<file path="src/rtl/regfile_wr_demux_q.sv">
// Register-file write-enable demux with a DEPTH-entry request FIFO.
// Drains one entry per unstalled cycle into a registered one-hot enable pulse and write data.
module regfile_wr_demux_q #(
   parameter int SEL_W         = 5,
   parameter int DATA_W        = 32,
   parameter int DEPTH         = 4,
   parameter int ZERO_SUPPRESS = 1
) (
   input  logic                         clk,
   input  logic                         rst_n,
   input  logic                         req_valid,
   output logic                         req_ready,
   input  logic [SEL_W-1:0]             req_sel,
   input  logic [DATA_W-1:0]            req_data,
   input  logic                         stall,
   output logic [(2**SEL_W)-1:0]        we_out,
   output logic [DATA_W-1:0]            wdata_out,
   output logic                         busy,
   output logic [$clog2(DEPTH+1)-1:0]   count
);

   localparam int N_REG = 2**SEL_W;
   localparam int PTR_W = $clog2(DEPTH);
   localparam int CNT_W = $clog2(DEPTH+1);
   localparam logic [CNT_W-1:0] FULL_CNT = CNT_W'(DEPTH);

   logic [SEL_W-1:0]  sel_mem  [DEPTH];
   logic [DATA_W-1:0] data_mem [DEPTH];
   logic [PTR_W-1:0]  wr_ptr, rd_ptr;
   logic              push, pop;
   logic [SEL_W-1:0]  head_sel;
   logic [N_REG-1:0]  we_next;

   assign req_ready = (count != FULL_CNT);
   assign busy      = (count != '0);
   assign push      = req_valid && req_ready;
   assign pop       = !stall && busy;
   assign head_sel  = sel_mem[rd_ptr];

   always_comb begin
      we_next = '0;
      if (pop && !((ZERO_SUPPRESS != 0) && (head_sel == '0)))
         we_next[head_sel] = 1'b1;
   end

   // Storage is not reset: entries are only ever read behind a valid count.
   always_ff @(posedge clk) begin
      if (push) begin
         sel_mem[wr_ptr]  <= req_sel;
         data_mem[wr_ptr] <= req_data;
      end
   end

   // DEPTH is a power of two, so pointer wrap is the natural overflow.
   always_ff @(posedge clk or negedge rst_n) begin
      if (!rst_n) begin
         wr_ptr    <= '0;
         rd_ptr    <= '0;
         count     <= '0;
         we_out    <= '0;
         wdata_out <= '0;
      end else begin
         we_out <= we_next;
         if (push)
            wr_ptr <= wr_ptr + 1'b1;
         if (pop) begin
            rd_ptr    <= rd_ptr + 1'b1;
            wdata_out <= data_mem[rd_ptr];
         end
         if (push && !pop)
            count <= count + 1'b1;
         else if (pop && !push)
            count <= count - 1'b1;
      end
   end

endmodule
</file>
<file path="config.mk">
export PLATFORM = sky130hd
export DESIGN_NAME = regfile_wr_demux_q
export DESIGN_NICKNAME = d
export VERILOG_FILES = /design/src/rtl/regfile_wr_demux_q.sv
export SDC_FILE = /design/constraint.sdc
export NUM_CORES = 1
export LEC_CHECK = 0
export ABC_AREA = 1
export CAP_MARGIN = 20
export CORE_MARGIN = 2
export CORE_UTILIZATION = 25
export DETAILED_ROUTE_END_ITERATION = 10
export PLACE_DENSITY_LB_ADDON = 0.25
export SYNTH_ARGS = -nofsm -noshare
export SYNTH_HDL_FRONTEND = slang
export SYNTH_SLANG_ARGS = --single-unit
</file>
<file path="constraint.sdc">
create_clock -name clk -period 6.97 [get_ports clk]
set_input_delay 1.394 -clock clk [delete_from_list [all_inputs] [get_ports clk]]
set_output_delay 1.394 -clock clk [all_outputs]
set_load 0.02 [all_outputs]
</file>
Yosys cells after proc, flatten, opt, wreduce, memory -nomap -nowiden
Memory sizes are Yosys's and may differ from the RTL's. A register that Yosys moved wholly into a read port is not among the register bits.
Index checks and enable logic that the tools add are counted.
{"block": "classes", "n_eq_ne": 1, "n_reduce_logical": 14, "magnitude_cmp": 2, "n_addsub": 4, "mux": 7}
{"cell": "$mux 32", "count": 1}
{"cell": "$logic_and 1x1->1", "count": 6}
{"cell": "$lt 5x6->1 const B", "count": 1}
{"cell": "$mux 3", "count": 2}
{"cell": "$demux 1 s5", "count": 1}
{"cell": "$ge 5x1->1 const B", "count": 1}
{"cell": "$logic_not 1->1", "count": 5}
{"cell": "$logic_not 5->1", "count": 1}
{"cell": "$add 2x1->2 const B", "count": 2}
{"cell": "$add 3x1->3 const B", "count": 1}
{"cell": "$mux 1", "count": 3}
{"cell": "$ne 3x3->1 const B", "count": 1}
{"cell": "$reduce_bool 3->1", "count": 1}
{"cell": "$sub 3x1->3 const B", "count": 1}
{"cell": "$reduce_bool 2->1", "count": 1}
{"block": "word_totals", "mem_bits_rw": 148, "out_inout_bits": 69, "regBits": 39, "word_cells": 34, "in_bits": 41, "memories": 2}
{"name": "data_mem", "words": 4, "word_bits": 32, "rd": 1, "rd_clocked_by_memory_dff": 1, "wr": 1, "line": "28", "rtl": "logic [DATA_W-1:0] data_mem [DEPTH];"}
{"name": "sel_mem", "words": 4, "word_bits": 5, "rd": 1, "rd_clocked_by_memory_dff": 0, "wr": 1, "line": "27", "rtl": "logic [SEL_W-1:0] sel_mem [DEPTH];"}

Longest topological paths before layout
{"block": "depth", "depth_word": 6, "ltp_mapped": 10, "mapped_depth_nobuf": 10}

Worst setup path before layout
OpenSTA, ideal clock, no wires.
{"block": "synth_timing", "kind": "input to register", "startpoint": "input req_valid", "endpoint": "memory data_mem[0][0], enable pin", "setup_time_ns": 0.431, "t_arrival_ns": 3.104, "n_path_buf": 0, "required_time_ns": 6.539, "setup_slack_ns": 3.435, "stages": 2, "cell_sequence": "nand2_1 > nor2_1"}
{"block": "synth_via", "elab_chain_cells": 3}
{"item": "start, declared", "line": "11", "rtl": "input logic req_valid,"}
{"item": "$logic_and 1x1->1", "line": "36", "rtl": "assign push = req_valid && req_ready;"}
{"item": "$mux 1", "line": "48", "rtl": "if (push) begin"}
{"item": "$mux 1 (implied by the code)", "line": "50", "rtl": "data_mem[wr_ptr] <= req_data;"}
{"item": "end, declared", "line": "28"}
No other way between the ends.

Worst setup path in the final report
{"block": "layout_timing", "startpoint": "input stall", "endpoint": "register count[2]"}
{"block": "layout_via", "elab_chain_cells": 5, "word_cells_on_any_way": 7, "classes_between": "mux (1); reduce/logical (6)"}
{"item": "start, declared", "line": "15", "rtl": "input logic stall,"}
{"item": "$logic_not 1->1 *", "line": "37", "rtl": "assign pop = !stall && busy;"}
{"item": "$logic_and 1x1->1 *", "line": "37"}
{"item": "$logic_not 1->1", "line": "70", "rtl": "if (push && !pop)"}
{"item": "$logic_and 1x1->1", "line": "70"}
{"item": "$mux 3 or $reduce_bool 2->1 (tied branches)"}
{"item": "end signal, assigned", "line": "71", "rtl": "count <= count + 1'b1;"}
{"item": "end signal, assigned", "line": "73", "rtl": "count <= count - 1'b1;"}
{"item": "end, declared", "line": "19", "rtl": "output logic [$clog2(DEPTH+1)-1:0] count"}
Every way passes the cells marked *; elsewhere a longest branch is shown, timed or not.
A chain may end at the register's enable or synchronous reset.

==> reports/qor.txt <==
Max FO, Critical Path -> 35
post-DP HPWL -> 11360 microns
Final Hold Fails -> 0
Tot GR Track Use -> 0.1111
WL final -> 19380 microns
share of cells above drive strength 1 -> 0.08824
top cells by count, synth -> 148 x edfxtp_1, 140 x nand2_1, 135 x nor2_1
VDD IR max -> 173.6 uV
Post-Synth Adder-Cell Area -> 0.009826
post-synthesis compound-gate area fraction -> 0.05895
IO Pins -> 110
Placer Congestion -> 0.6782
setup TNS -> 0 ns
maxcap violations -> 0
crit path DAT -> 3.64 ns
CP Cell Sequence -> clkdlybuf4s50_1, inv_1, nand2_2, ha_1, inv_1, fa_1, a21oi_1, o21ai_0, xor2_1
Distinct cells, synth -> 23
CTS tree -> yes
Mapped Nets -> 736
clk root buf -> clkbuf_16
crit end category -> flop
vias per std cell -> 4.100
worst setup path category -> in -> reg
Clock Sinks -> 219
vias -> 5182
drt wl/cell -> 15.33 microns
Initial Utilization -> 0.2525
CTS resizes -> 0
Antenna Nets Post-Route -> 0
worst slew pin tran -> 0.9365 ns
H-tree depth reported by CTS -> 1
CP most frequent cell -> inv_1
CTS buffer count -> 25
Core Util, Final -> 0.3237
ranking of synthesized cells by area -> edfxtp_1 53%, dfrtp_1 21%, nand2_1 6.3%
yosys synthesis warning count -> 0
Design Power -> 4.656 mW
Synth top area share -> 0.5288
vias in the first global route -> 5354
nets@finish -> 846
worst reg-to-reg path cell count -> 9
row count -> 67
P_int -> 3.026 mW
clock network power share -> 0.282
IO buf count -> 109
Most used DFF post-synth -> edfxtp_1
simple-gate share of the synthesized area -> 0.1554
first-pass GRT wire length -> 30680 microns
largest family of logic cells by synthesized area -> simple AND/OR/NAND/NOR gates
Post-Synth XOR/XNOR Area -> 0.004169
Setup Viol. Count Final -> 0
GRT overflow -> 0
RSZ-0062 raised after global routing -> false
initial antenna violation count -> 0
mux cell area share after synthesis -> 0.001340
Net Sw Frac -> 0.3502
power density of the placed cells -> 432.2 nW/um^2
final max-slew violation count -> 0
synthesized area per cell -> 12.20 sq um
Core ar. -> 33280 sq um
CP peak stage delay -> 0.62 ns
status -> completed
DRC violations left -> 0
worst relative slew slack -> 0.3757
Clock Skew -> 0.006440 ns
cell with the most instances after synthesis -> edfxtp_1
DR iter-0 viols -> 232
Stages on worst setup path -> 9
Die ar. -> 35100 sq um
worst hold path depth -> 2
Die W -> 187.4 microns
Crit-path slowest cell -> nand2_2
Clk Latency, worst-skew pair -> 0.51 ns
minimum clock period -> 3.253 ns
final worst setup slack -> 3.717 ns
FF-to-FF setup slack -> 4.38 ns
crit path buf inv count -> 3
die height -> 187.4 microns
Combinational Power Share -> 0.310
Post-Syn Area -> 8404 sq um
Flop pwr share -> 0.409
NetSw -> 1.630 mW
post-synthesis register bit count -> 219
Peak Freq -> 307.4 MHz
Seq/Total Area, Yosys -> 0.7402
LEAKAGE -> 4.055 nW
cell family with most CP delay -> adder cells
Place WS -> 3.145 ns
drt pass-1 iters -> 4
area grow syn2layout -> 28.18%
Setup crit start kind -> input port
Cells after Synth -> 689
CP required -> 7.36 ns
clock slew seen by the registers of the worst setup and hold paths -> 0.06 ns
Synth area leader -> edfxtp_1
hold-fix buffer count after cts -> 0
n_diodes -> 0
clock buffer depth -> 3
crit share post-route -> 0.4667
Hold Path Class -> reg -> reg
Setup Fix Bufs, Post-CTS -> 0
Post-synth EDFFs -> 148
largest net degree at the start of global routing -> 79
asr flop ratio synth -> 0.3242
-- cells in the final DEF, fill, tap and decap left out --
cell / netlist / routed
mux2_2: 1 / 1
clkinvlp_4: 0 / 2
conb_1: 1 / 1
clkinv_4: 0 / 2
clkinv_2: 0 / 1
clkinv_1: 0 / 5
inv_2: 0 / 1
nand2_1: 140 / 140
nor2_4: 0 / 4
nand2_2: 11 / 11
bufinv_16: 0 / 4
edfxtp_1: 148 / 148
inv_4: 2 / 2
fa_1: 1 / 1
xor2_1: 3 / 3
inv_1: 15 / 14
nand3_1: 13 / 13
buf_4: 3 / 7
dfrtp_4: 0 / 1
nor2_1: 135 / 131
o21ai_0: 82 / 82
dfrtp_1: 71 / 70
clkbuf_1: 5 / 5
a21oi_1: 1 / 1
nand3_2: 7 / 7
ha_1: 5 / 5
clkdlybuf4s50_1: 0 / 108
clkbuf_16: 0 / 25
xnor2_1: 1 / 1
nand3_4: 4 / 4
o21ai_1: 16 / 16
-- worst register-to-register path: stages (launching register included) --
cell	delay [ns]
dfrtp_1	0.44
nor2_1	0.16
nand2_1	0.10
nand2_2	0.64
ha_1	0.29
inv_1	0.07
fa_1	0.38
a21oi_1	0.14
o21ai_0	0.11
xor2_1	0.15
-- registers in the layout, indices dropped and copies added, names as in the netlist --
name	flops
rd_ptr	2
data_mem	128
count	3
sel_mem	20
we_out	32
wr_ptr	2
wdata_out	32
-- final cells by class --
type	count	area, sq um
Clock inverter	14	176.4
Sequential cell	219	6225
Inverter	17	68.82
Tap cell	448	560.5
Multi-Input combinational cell	421	1964
Timing Repair Buffer	115	1134
Clock buffer	30	644.4
Fill cell	3335	22510
-- power by group through the flow --
stage | sequential, mW | combinational (mW) | clock, mW
3_3_place_gp | 1.94 | 1.46 | 0
2_1_floorplan | 1.97 | 0.876 | 0
6_report | 1.90 | 1.44 | 1.31
4_1_cts | 1.91 | 1.48 | 1.35
5_1_grt | 1.94 | 1.63 | 1.41
3_5_place_dp | 1.93 | 1.48 | 0
-- metal layers --
layer / share of wire / vias to the layer above / wire [microns] / global-route usage
met5: 0 / - / 0 / 0
met4: 0.023 / 0 / 455 / 0.03114
met3: 0.038 / 30 / 732 / 0.01970
met2: 0.49 / 98 / 9419 / 0.1936
met1: 0.45 / 2512 / 8771 / 0.1415
li1: - / 2542 / - / -
-- final timing paths --
path	endpoint	startpoint
max	count[2]$_DFFE_PN0P_	stall
min	wdata_out[19]$_DFFE_PN0P_	wdata_out[19]$_DFFE_PN0P_
max reg2reg	count[2]$_DFFE_PN0P_	count[0]$_DFFE_PN0P_
min reg2reg	wdata_out[19]$_DFFE_PN0P_	wdata_out[19]$_DFFE_PN0P_
max in group asynchronous	rd_ptr[0]$_DFFE_PN0P_	rst_n
min in group asynchronous	we_out[18]$_DFF_PN0_	rst_n
-- kinds of logic after synthesis --
kind of cell	count (synthesis)
AND/OR/NAND/NOR	310
flip-flops	219
AO/OA/AOI/OAI	99
buffers and inverters	49
adder cells (fa/ha/maj)	6
XOR/XNOR	4
other	1
multiplexers	1
-- stage by stage --
stage	area [sq um]	instances	hold WS [ns]
6_report	10770	1264	0.4785
5_1_grt	10770	1264	0.5100
4_1_cts	10770	1264	0.4889
3_5_place_dp	9952	1220	0.4719
3_3_place_gp	9952	1220	0.4682
2_1_floorplan	8404	689	0.5283
(Power assumes the default switching activity.)
